`src/rtl/issue_select.sv`:
```
// issue_select: oldest-first dual issue from the 8-slot issue queue with register-ready scoreboard.
// Optional ISSUE_SEL_BYPASS_EN: same-cycle writeback wakeup bypass.
module issue_select #(
    parameter int ENTRY_W  = 32,
    parameter int NUM_PREG = 64
) (
    input  logic                 clk,
    input  logic                 rst_n,
    input  logic                 flush,
    input  logic [8*ENTRY_W-1:0] iq_data,
    input  logic [7:0]           iq_vld,
    output logic                 pop0,
    output logic [2:0]           pop_key0,
    output logic                 pop1,
    output logic [2:0]           pop_key1,
    input  logic [1:0]           disp_vld,
    input  logic [11:0]          disp_dst,
    input  logic [1:0]           wb_vld,
    input  logic [11:0]          wb_tag,
    input  logic                 ex_stall,
    output logic [1:0]           ex_vld,
    output logic [ENTRY_W-1:0]   ex_data0,
    output logic [ENTRY_W-1:0]   ex_data1
);
    logic [NUM_PREG-1:0] rdy_q, rdy_d, wb_set, disp_clr, rdy_eff;
    logic [7:0]          prev_vld_q, is_new, ready, sel0, sel1, rem;
    logic [7:0]          older_q [8];
    logic [7:0]          older_d [8];
    logic [ENTRY_W-1:0]  ent [8];
    logic [2:0]          k0, k1;
    logic                go;
    logic [1:0]          ex_vld_q;
    logic [ENTRY_W-1:0]  ex_d0_q, ex_d1_q;

    always_comb begin
        wb_set   = '0;
        disp_clr = '0;
        for (int k = 0; k < 2; k++) begin
            if (wb_vld[k]) wb_set[wb_tag[k*6 +: 6]] = 1'b1;
            if (disp_vld[k]) disp_clr[disp_dst[k*6 +: 6]] = 1'b1;
        end
        rdy_d = (rdy_q | wb_set) & ~disp_clr;
    end

`ifdef ISSUE_SEL_BYPASS_EN
    assign rdy_eff = rdy_q | wb_set;
`else
    assign rdy_eff = rdy_q;
`endif

    // Selection uses the post-allocation age matrix so fresh slots can issue in their first cycle.
    always_comb begin
        is_new = iq_vld & ~prev_vld_q;
        for (int i = 0; i < 8; i++) begin
            ent[i]   = iq_data[i*ENTRY_W +: ENTRY_W];
            ready[i] = iq_vld[i] & (!ent[i][18] | rdy_eff[ent[i][11:6]])
                                 & (!ent[i][19] | rdy_eff[ent[i][17:12]]);
            for (int j = 0; j < 8; j++)
                older_d[i][j] = is_new[i] ? (is_new[j] && j > i)
                              : is_new[j] ? iq_vld[i] : older_q[i][j];
        end
    end

    always_comb begin
        sel0 = ready;
        for (int i = 0; i < 8; i++)
            for (int j = 0; j < 8; j++)
                if (ready[j] && older_d[j][i]) sel0[i] = 1'b0;
        k0 = '0;
        for (int i = 7; i >= 0; i--)
            if (sel0[i]) k0 = 3'(i);
        rem     = ready;
        rem[k0] = 1'b0;
        sel1    = rem;
        for (int i = 0; i < 8; i++)
            for (int j = 0; j < 8; j++)
                if (rem[j] && older_d[j][i]) sel1[i] = 1'b0;
        k1 = '0;
        for (int i = 7; i >= 0; i--)
            if (sel1[i]) k1 = 3'(i);
        go       = rst_n && !flush && !ex_stall;
        pop0     = go && |sel0;
        pop1     = pop0 && |sel1;
        pop_key0 = pop0 ? k0 : 3'd0;
        pop_key1 = pop1 ? k1 : 3'd0;
    end

    always_ff @(posedge clk) begin
        if (!rst_n || flush) begin
            rdy_q      <= '1;
            prev_vld_q <= '0;
            ex_vld_q   <= '0;
            ex_d0_q    <= '0;
            ex_d1_q    <= '0;
            for (int i = 0; i < 8; i++) older_q[i] <= '0;
        end else begin
            rdy_q      <= rdy_d;
            prev_vld_q <= iq_vld;
            older_q    <= older_d;
            if (!ex_stall) begin
                ex_vld_q <= {pop1, pop0};
                ex_d0_q  <= pop0 ? ent[k0] : '0;
                ex_d1_q  <= pop1 ? ent[k1] : '0;
            end
        end
    end

    assign ex_vld   = ex_vld_q;
    assign ex_data0 = ex_d0_q;
    assign ex_data1 = ex_d1_q;
endmodule
```
`config.mk`:
```
export PLATFORM = sky130hd
export DESIGN_NAME = issue_select
export DESIGN_NICKNAME = d
export VERILOG_FILES = /design/src/rtl/issue_select.sv
export SDC_FILE = /design/constraint.sdc
export NUM_CORES = 1
export LEC_CHECK = 0
export CAP_MARGIN = 0
export CORE_ASPECT_RATIO = 1.4
export CORE_UTILIZATION = 50
export DETAILED_ROUTE_END_ITERATION = 7
export PLACE_DENSITY = 0.78
export SYNTH_ARGS = -nofsm -noshare
export SYNTH_HDL_FRONTEND = slang
export SYNTH_SLANG_ARGS = --single-unit
export TNS_END_PERCENT = 50
```
`constraint.sdc`:
```
create_clock -name clk -period 8.6 [get_ports clk]
set_input_delay 1.72 -clock clk [delete_from_list [all_inputs] [get_ports clk]]
set_output_delay 1.72 -clock clk [all_outputs]
set_load 0.005 [all_outputs]
```
==> results_dict.tcl, run 1 <==
set metrics [dict create \
    die_x_um 182.2 \
    io_pins 370 \
    cts-root-buf "clkbuf_16" \
    htreeDepth 1 \
    ys_warn_count 0 \
    io_buffers 369 \
    postSynthCellCount 2752 \
    syn_avg_cell_area_um2 8.258 \
    grt_pass1_vias 31765 \
    dp_hpwl_um 102400 \
    overflow 19 \
    clockBufferDepth 3 \
    synth_seq_cells 202 \
    firstError "[ERROR GRT-0116] Global routing finished with congestion. Check the congestion regions in the DRC Viewer." \
    grt_max_degree 76 \
    synth-edff-count 0 \
    fp-row-count 92 \
    grt_pass1_wl_um 222600 \
    cts_hold_buf 0 \
    synth_area_leaders "mux2i_1 (19%), dfxtp_1 (18%), mux4_2 (12%)" \
    die_h_um 254.3 \
    yosysSeqAreaShare_pct 17.79 \
    synth_top_area_cell "mux2i_1" \
    ys_types 84 \
    gp_congestion 1.221 \
    ys_async_sr_fraction_pct 0 \
    syn_nets 3048 \
    start_util_pct 50.62 \
    cts_sinks 202 \
    syn_area_mm2 0.02273 \
    run_status "aborted with a tool error" \
    synth_ff_type "dfxtp_1" \
    yosysTopAreaCellShare_pct 18.94 \
    grt_use_total_pct 65.73 \
    last-stage-reached "5_1_grt" \
    cts_buffers 24 \
]
[cells by family after synthesis]
group	synth area share, %
mux	32.81
buf+inv	6.997
simple gates	16.46
compound gates	25.94
flops	17.79
[Yosys cell counts (6+ instances only)]
cell and count:
mux2i_1 430, nor2_1 241, o22ai_1 241, clkbuf_1 222, dfxtp_1 202, a22oi_1 164
a21oi_1 140, nand2_1 132, mux4_2 117, o21ai_0 95, nor2b_1 63, nor3_1 57
buf_2 51, or3_1 49, nand3_1 47, mux2_2 45, nand2b_1 44, o221ai_1 38
o2111ai_1 30, and2_1 27, a211o_1 21, a211oi_1 20, a31oi_1 20, o31ai_1 20
buf_1 18, inv_1 16, nand3b_1 15, buf_4 14, or2_2 13, buf_6 12
nand4_1 12, o41ai_1 12, a221oi_1 10, a22o_1 7, and3_1 7, or3b_2 7
or4_1 7, buf_8 6, nor4_1 6
[timing repair]
action | CTS
setup endpoints to repair | 5
setup buffers | 40
pin swaps | 27
gates cloned | 1
gates resized for setup | 79
[through the flow]
step	TNS [ns]	cells	setup slack, ns	hold WS [ns]	area (um^2)
after CTS	-0.2598	3951	-0.2260	0.4569	31390
after floorplan	0	2752	0.3527	0.4337	22730
after global placement	-2.691	3867	-0.7379	0.4310	29940
after detailed placement	-2.571	3867	-0.7004	0.4464	29940
[layer usage]
| metal | track usage (%) | overflow |
|---|---|---|
| met1 | 64.66 | 0 |
| met2 | 89.90 | 7 |
| met3 | 41.27 | 0 |
| met4 | 69.80 | 12 |
| met5 | 8.421 | 0 |
==> run 2: changes to the inputs <==
--- a/config.mk
+++ b/config.mk
@@ -6,10 +6,9 @@
 export NUM_CORES = 1
 export LEC_CHECK = 0
 export CAP_MARGIN = 0
-export CORE_ASPECT_RATIO = 1.4
-export CORE_UTILIZATION = 50
+export CORE_UTILIZATION = 35
 export DETAILED_ROUTE_END_ITERATION = 7
-export PLACE_DENSITY = 0.78
+export PLACE_DENSITY_LB_ADDON = 0.15
 export SYNTH_ARGS = -nofsm -noshare
 export SYNTH_HDL_FRONTEND = slang
 export SYNTH_SLANG_ARGS = --single-unit
==> run 2 against run 1 <==
Effect of this change: the run now ends clean; synthesized area is the same; synthesized cell count is the same.
==> results_dict.tcl, run 2 <==
set metrics [dict create \
    run_status "finished, final reports clean" \
    synth_top_area_cell "mux2i_1" \
    yosysSeqAreaShare_pct 17.79 \
    layout_commonest_cell "buf_4" \
    io_pins 370 \
    clockBufferDepth 3 \
    ir_drop_uv 121.8 \
    worst_ep_required_time_ns 6.88 \
    first_pass_iters 6 \
    io_buffers 369 \
    critical_path.top_delay_family "simple AND/OR/NAND/NOR gates" \
    tightest_slew_ns 1.392 \
    cp-end-kind "output pin" \
    worstPathMaxFanout 6 \
    synth-edff-count 0 \
    postSynthCellCount 2752 \
    viasPerCell 6.679 \
    hold_end "older_q[21]" \
    min_from "older_q[21]" \
    cts-root-buf "clkbuf_16" \
    overflow 0 \
    grt_use_met3_pct 11.24 \
    routed_wl_um 135800 \
    timing_hold_violations_final 0 \
    cts_buffers 28 \
    start_util_pct 35.32 \
    final_cells 4229 \
    ff2ff_setup_slack_ns 1.55 \
    dp_slack_ns -1.075 \
    max_clock_freq_ghz 0.1174 \
    ys_warn_count 0 \
    cts_sinks 202 \
    met2_usage_pct 56.87 \
    syn_avg_cell_area_um2 8.258 \
    utilization_pct 49.98 \
    synth_seq_cells 202 \
    yosysTopAreaCellShare_pct 18.94 \
    drc 0 \
    path_cells "clkdlybuf4s50_1 -> buf_6 -> buf_4 -> nor2b_4 -> a22oi_1 -> nand3_1 -> nand4_1 -> or3b_2 -> o2111ai_4 -> buf_12 -> buf_12 -> o22ai_1 -> or4_4 -> buf_6 -> or2_4 -> a221o_1 -> nor4_4 -> buf_4 -> nor2_1 -> or3_1 -> a21bo_2 -> nor2_4 -> clkbuf_2" \
    area_delta_synth_final_pct 41.50 \
    cts_hold_buf 0 \
    critPathBufInv 8 \
    hp-class "reg -> reg" \
    ff2ff_path_depth 23 \
    reg2reg_from "rdy_eff[3]" \
    dieArea_mm2 0.06596 \
    layout_common_cells "buf_4 (459), mux2i_1 (428), clkdlybuf4s50_1 (336)" \
    slowest_delay_ns 0.61 \
    postRouteAntennaNets 0 \
    die_h_um 256.8 \
    gp_congestion 1.062 \
    p_leak_nw 12.32 \
    fin_crit_ns 8.516 \
    power.density_mw_per_mm2 123.2 \
    hold_path_depth 2 \
    grt_pass1_vias 27378 \
    slew_violations 0 \
    wl_per_cell_um 32.12 \
    startpoint_type "primary input" \
    clock_latency_ns 0.63 \
    total_power_mw 3.962 \
    synth_commonest_cells "mux2i_1 (430), nor2_1 (241), o22ai_1 (241), clkbuf_1 (222), dfxtp_1 (202)" \
    grt_use_total_pct 38.99 \
    yosys.cell_count.top_type "mux2i_1" \
    setup_viol 0 \
    drt_iter0_drc 4060 \
    fin_crit_sh_pct 99.03 \
    clk_pin_slew_ns 0.06 \
    syn_area_mm2 0.02273 \
    reg2reg_to "ex_data1[8]" \
    critPathKind "in -> out" \
    cp.arrival_ns 6.80 \
    cp_slowest_cell "or3b_2" \
    ys_async_sr_fraction_pct 0 \
    fp-row-count 93 \
    top_usage_layer "met2" \
    antenna_found_initial 12 \
    synth_area_leaders "mux2i_1 (19%), dfxtp_1 (18%), mux4_2 (12%)" \
    globalRouteMet1Util_pct 52.29 \
    grt_max_degree 79 \
    coreArea_mm2 0.06435 \
    maxCapViolations 0 \
    drive_gt1_share_pct 25.72 \
    syn_nets 3048 \
    layout.nets 3641 \
    dp_hpwl_um 96310 \
    synth_ff_type "dfxtp_1" \
    htreeDepth 1 \
    maxSlewHeadroom_pct 7.045 \
    die_x_um 256.8 \
    grt_pass1_wl_um 192100 \
    place_inst 4133 \
    ys_types 84 \
    setup_ws_ns 0.08371 \
    via_count 28246 \
    cts_tree "yes" \
    finClkSkew_ns 0.07544 \
]
-- run 2: cell counts after synthesis --
No cell type changed its count.
-- run 2: layout make-up --
| type | count | area (um^2) |
|---|---|---|
| Inverter | 17 | 63.81 |
| Clock inverter | 19 | 295.3 |
| Sequential cell | 202 | 4044 |
| Antenna cell | 7 | 17.52 |
| Clock buffer | 33 | 739.5 |
| Timing Repair Buffer | 888 | 8305 |
| Fill cell | 6134 | 32190 |
| Multi-Input combinational cell | 2208 | 17620 |
| Tap cell | 855 | 1070 |
-- run 2: where the power goes --
part           switching (mW)  internal, mW
Sequential             0.0337         0.970
Combinational           0.898         0.745
Clock                   0.515         0.800
Total                    1.45          2.52
-- run 2: tightest hold or removal path, delay by kind of cell (launching register included) --
kind	cells	cell delay, ns
flops	1	0.30
simple gates	2	0.12
-- run 2: worst max-delay path by stage --
stage | startpoint | to | slack (ns) | cells after the start
5_1_grt | iq_data[40] | pop_key1[0] | -0.03 | 24
2_1_floorplan | iq_data[45] | pop_key1[0] | 0.35 | 21
4_1_cts | iq_data[108] | pop1 | -0.17 | 21
3_5_place_dp | iq_data[72] | pop_key1[0] | -1.08 | 20
3_3_place_gp | iq_data[71] | pop_key1[0] | -1.14 | 20
6_report | iq_data[7] | pop_key1[0] | 0.08 | 23
-- run 2: repair_timing --
action | CTS | global route
buffers inserted | 9 | 20
endpoints found under the hold margin | 0 | 0
gates resized for setup | 51 | 109
gates cloned | 4 | 4
endpoints found under the setup margin | 4 | 4
pin swaps | 13 | 32
-- run 2: logic make-up (layout without fill, tap and decap cells) --
| logic type | Yosys count | after routing | synth area share [%] |
|---|---|---|---|
| flip-flops | 202 | 202 | 17.79 |
| buffers and inverters | 342 | 957 | 6.997 |
| multiplexers | 593 | 593 | 32.81 |
| AND/OR/NAND/NOR | 745 | 745 | 16.46 |
| other | 0 | 7 | 0 |
| AO/OA/AOI/OAI | 870 | 870 | 25.94 |
-- run 2: per-layer routing --
layer / part of all wire, % / wire (um) / vias up
met5: 0.051 / 69 / -
met4: 5.9 / 8048 / 8
met2: 41 / 55960 / 2225
li1: - / - / 11950
met1: 40 / 54610 / 13551
met3: 13 / 17140 / 512
-- run 2: metrics by stage --
stage,instance area (um^2),hold WS [ns],TNS [ns]
after global routing,32160,0.4938,-0.04007
after floorplan,22730,0.4337,0
after detailed placement,30130,0.4576,-3.190
after global placement,30130,0.4515,-3.310
after CTS,31560,0.4671,-0.2719
final,32160,0.4628,0
(Power assumes the default switching activity.)
==> run 3: changes to the inputs <==
--- a/config.mk
+++ b/config.mk
@@ -5,9 +5,10 @@
 export SDC_FILE = /design/constraint.sdc
 export NUM_CORES = 1
 export LEC_CHECK = 0
-export CAP_MARGIN = 0
+export CAP_MARGIN = 30
 export CORE_UTILIZATION = 35
 export DETAILED_ROUTE_END_ITERATION = 7
+export GPL_TIMING_DRIVEN = 0
 export PLACE_DENSITY_LB_ADDON = 0.15
 export SYNTH_ARGS = -nofsm -noshare
 export SYNTH_HDL_FRONTEND = slang
==> run 3 against run 2 <==
Effect of this change: the flow now finishes with violations (setup timing); combinational power hardly changed; core utilization is 2.6 points lower; register-to-register slack worse by 0.64 ns; clock skew is 0.031 ns lower; via count is 1.2% higher; sequential power hardly changed; clock power is 13% lower; total power is 4.4% lower; setup slack worse by 0.31 ns; global-route usage is 2.2 points higher; non-clock buffer count is 126 lower; design area is 5.2% lower; critical path type is now reg -> out; highest routed layer unchanged.
==> results_dict.tcl, run 3 (synthesis gave the netlist of run 2 again) <==
set metrics [dict create \
    timing_hold_violations_final 0 \
    cp.arrival_ns 7.10 \
    total_power_mw 3.786 \
    comb_power_share_pct 43.2 \
    power_report.internal_total_mw 2.319 \
    maxCapViolations 0 \
    critPathBufInv 8 \
    switchingPower_mw 1.466 \
    clockBufferDepth 3 \
    setup_viol 1 \
    die_h_um 256.8 \
    fin_crit_ns 8.822 \
    setup_ws_ns -0.2216 \
    drt_iter0_drc 4285 \
    cp-end-kind "output pin" \
    highest_layer "met5" \
    overflow 0 \
    cts_sinks 202 \
    start_util_pct 35.32 \
    dr_wl_met2_um 59990 \
    fp-row-count 93 \
    rsz0062_at_grt "true" \
    clk_pin_slew_ns 0.07 \
    critPathKind "reg -> out" \
    nFillCells 6321 \
    dieArea_mm2 0.06596 \
    cts_buffers 24 \
    io_pins 370 \
    cts-root-buf "clkbuf_16" \
    dp_hpwl_um 105900 \
    cts_hold_buf 0 \
    htreeDepth 1 \
    drive_gt1_share_pct 19.80 \
    layout.nets 3511 \
    layout_common_cells "mux2i_1 (429), clkdlybuf4s50_1 (277), o22ai_1 (235)" \
    p_clk_share_pct 30.3 \
    met3_wirelength_um 17460 \
    worst_ep_required_time_ns 6.88 \
    wl_per_cell_um 34.97 \
    sw_frac_of_total_pct 38.73 \
    coreArea_mm2 0.06435 \
    viasPerCell 6.967 \
    postRouteAntennaNets 0 \
    drc 0 \
    path_cells "clkbuf_1 -> clkbuf_2 -> mux2i_1 -> a22oi_2 -> a211oi_2 -> o41ai_4 -> o2111ai_4 -> buf_8 -> or3_1 -> o21ai_2 -> or4_4 -> nand4_1 -> buf_4 -> or2_4 -> a221o_1 -> nor4_4 -> buf_4 -> nor2_1 -> or3_1 -> buf_6 -> a21bo_4 -> buf_12 -> nor2_2 -> clkbuf_2" \
    area_delta_synth_final_pct 34.13 \
    antenna_found_initial 15 \
    run_status "finished, violations left" \
    first_pass_iters 7 \
    dp_slack_ns -3.204 \
    grt_max_degree 20 \
    slew_violations 0 \
    io_buffers 322 \
    die_x_um 256.8 \
    fin_crit_sh_pct 102.6 \
    grt_pass1_wl_um 199600 \
    ir_drop_uv 128.7 \
    clock_latency_ns 0.58 \
    layout_commonest_cell "mux2i_1" \
    slowest_delay_ns 0.63 \
    wl_met1_um 58230 \
    violations "setup timing" \
    startpoint_type "flop" \
    power.density_mw_per_mm2 124.2 \
    grt_use_total_pct 41.22 \
    gp_congestion 0.9773 \
    critical_path.top_delay_family "buffers and inverters" \
    finClkSkew_ns 0.04477 \
    max_clock_freq_ghz 0.1134 \
    worstPathMaxFanout 10 \
    cp_slowest_cell "o41ai_4" \
    hp-class "reg -> reg" \
    p_leak_nw 11.11 \
    tightest_slew_ns 1.143 \
    routed_wl_um 143400 \
    seq_power_share_pct 26.4 \
    cts_tree "yes" \
    maxSlewHeadroom_pct 23.03 \
    grt_pass1_vias 27145 \
    via_count 28572 \
]
==> run 3: cell types whose count changed in the layout (fill, tap and decap cells not counted), moves of 9 or more <==
cell	before	now
clkdlybuf4s50_1	336	277
clkbuf_2	3	27
clkbuf_4	1	13
buf_12	44	14
buf_2	9	27
buf_8	1	49
buf_4	459	109
buf_6	8	38
nor2_2	5	14
dlygate4sd2_1	2	14
nor2_1	235	225
clkbuf_1	3	171
==> run 3: worst paths after layout <==
path	start	endpoint	slack, ns	cells past startpoint
min reg2reg	ex_vld[0]	ex_vld[0]	0.46	2
min	ex_vld[0]	ex_vld[0]	0.46	2
max	rdy_eff[34]	pop_key1[0]	-0.22	24
max reg2reg	rdy_eff[34]	ex_data1[4]	0.91	28
==> run 3: through the flow <==
stage	util (%)	cell area, um^2	instances	hold slack (ns)	setup TNS [ns]
final	47.37	30480	4101	0.4642	-0.2216
after global routing	47.37	30480	4101	0.4742	-0.2607
after CTS	46.04	29630	4054	0.4633	-0.9725
after detailed placement	42.80	27540	3970	0.4550	-56.20
after global placement	41.99	27020	3929	0.4493	-77.45
after floorplan	-	22730	2752	0.4337	0
==> run 3: metal layers <==
layer | GRT usage, % | vias to the layer above
li1 | - | 11684
met1 | 55.04 | 14015
met2 | 60.54 | 2379
met3 | 12.19 | 490
met4 | 18.83 | 4
met5 | 1.389 | -
==> run 3: power by group through the flow <==
| stage | clock, mW | combinational [mW] | sequential [mW] |
|---|---|---|---|
| finish | 1.15 | 1.64 | 1.00 |
| global route | 1.18 | 1.67 | 1.00 |
| CTS | 1.15 | 1.52 | 0.998 |
| detailed placement | 0 | 1.41 | 1.02 |
| global placement | 0 | 1.40 | 1.02 |
| floorplan | 0 | 0.805 | 1.01 |
==> run 3: cell type report <==
type | instances | area (um^2) | share of cell area (%)
Antenna cell | 13 | 32.53 | 0.1067
Buffer | 299 | 1872 | 6.140
Clock buffer | 31 | 646.9 | 2.122
Clock inverter | 13 | 207.7 | 0.6813
Inverter | 17 | 78.83 | 0.2586
Multi-Input combinational cell | 2208 | 17910 | 58.77
Sequential cell | 202 | 4044 | 13.27
Tap cell | 855 | 1070 | 3.509
Timing Repair Buffer | 463 | 4618 | 15.15
==> run 3: timing repair <==
item	4_1_cts	5_1_grt
gates cloned	2	1
pin swaps	36	46
gates resized for setup	308	171
buffers inserted	56	34
endpoints found under the setup margin	41	6
==> run 3: tightest hold or removal path: cells and delay by family, from the launching register on <==
family | cells | cell delay [ns]
flops | 1 | 0.32
simple gates | 2 | 0.11
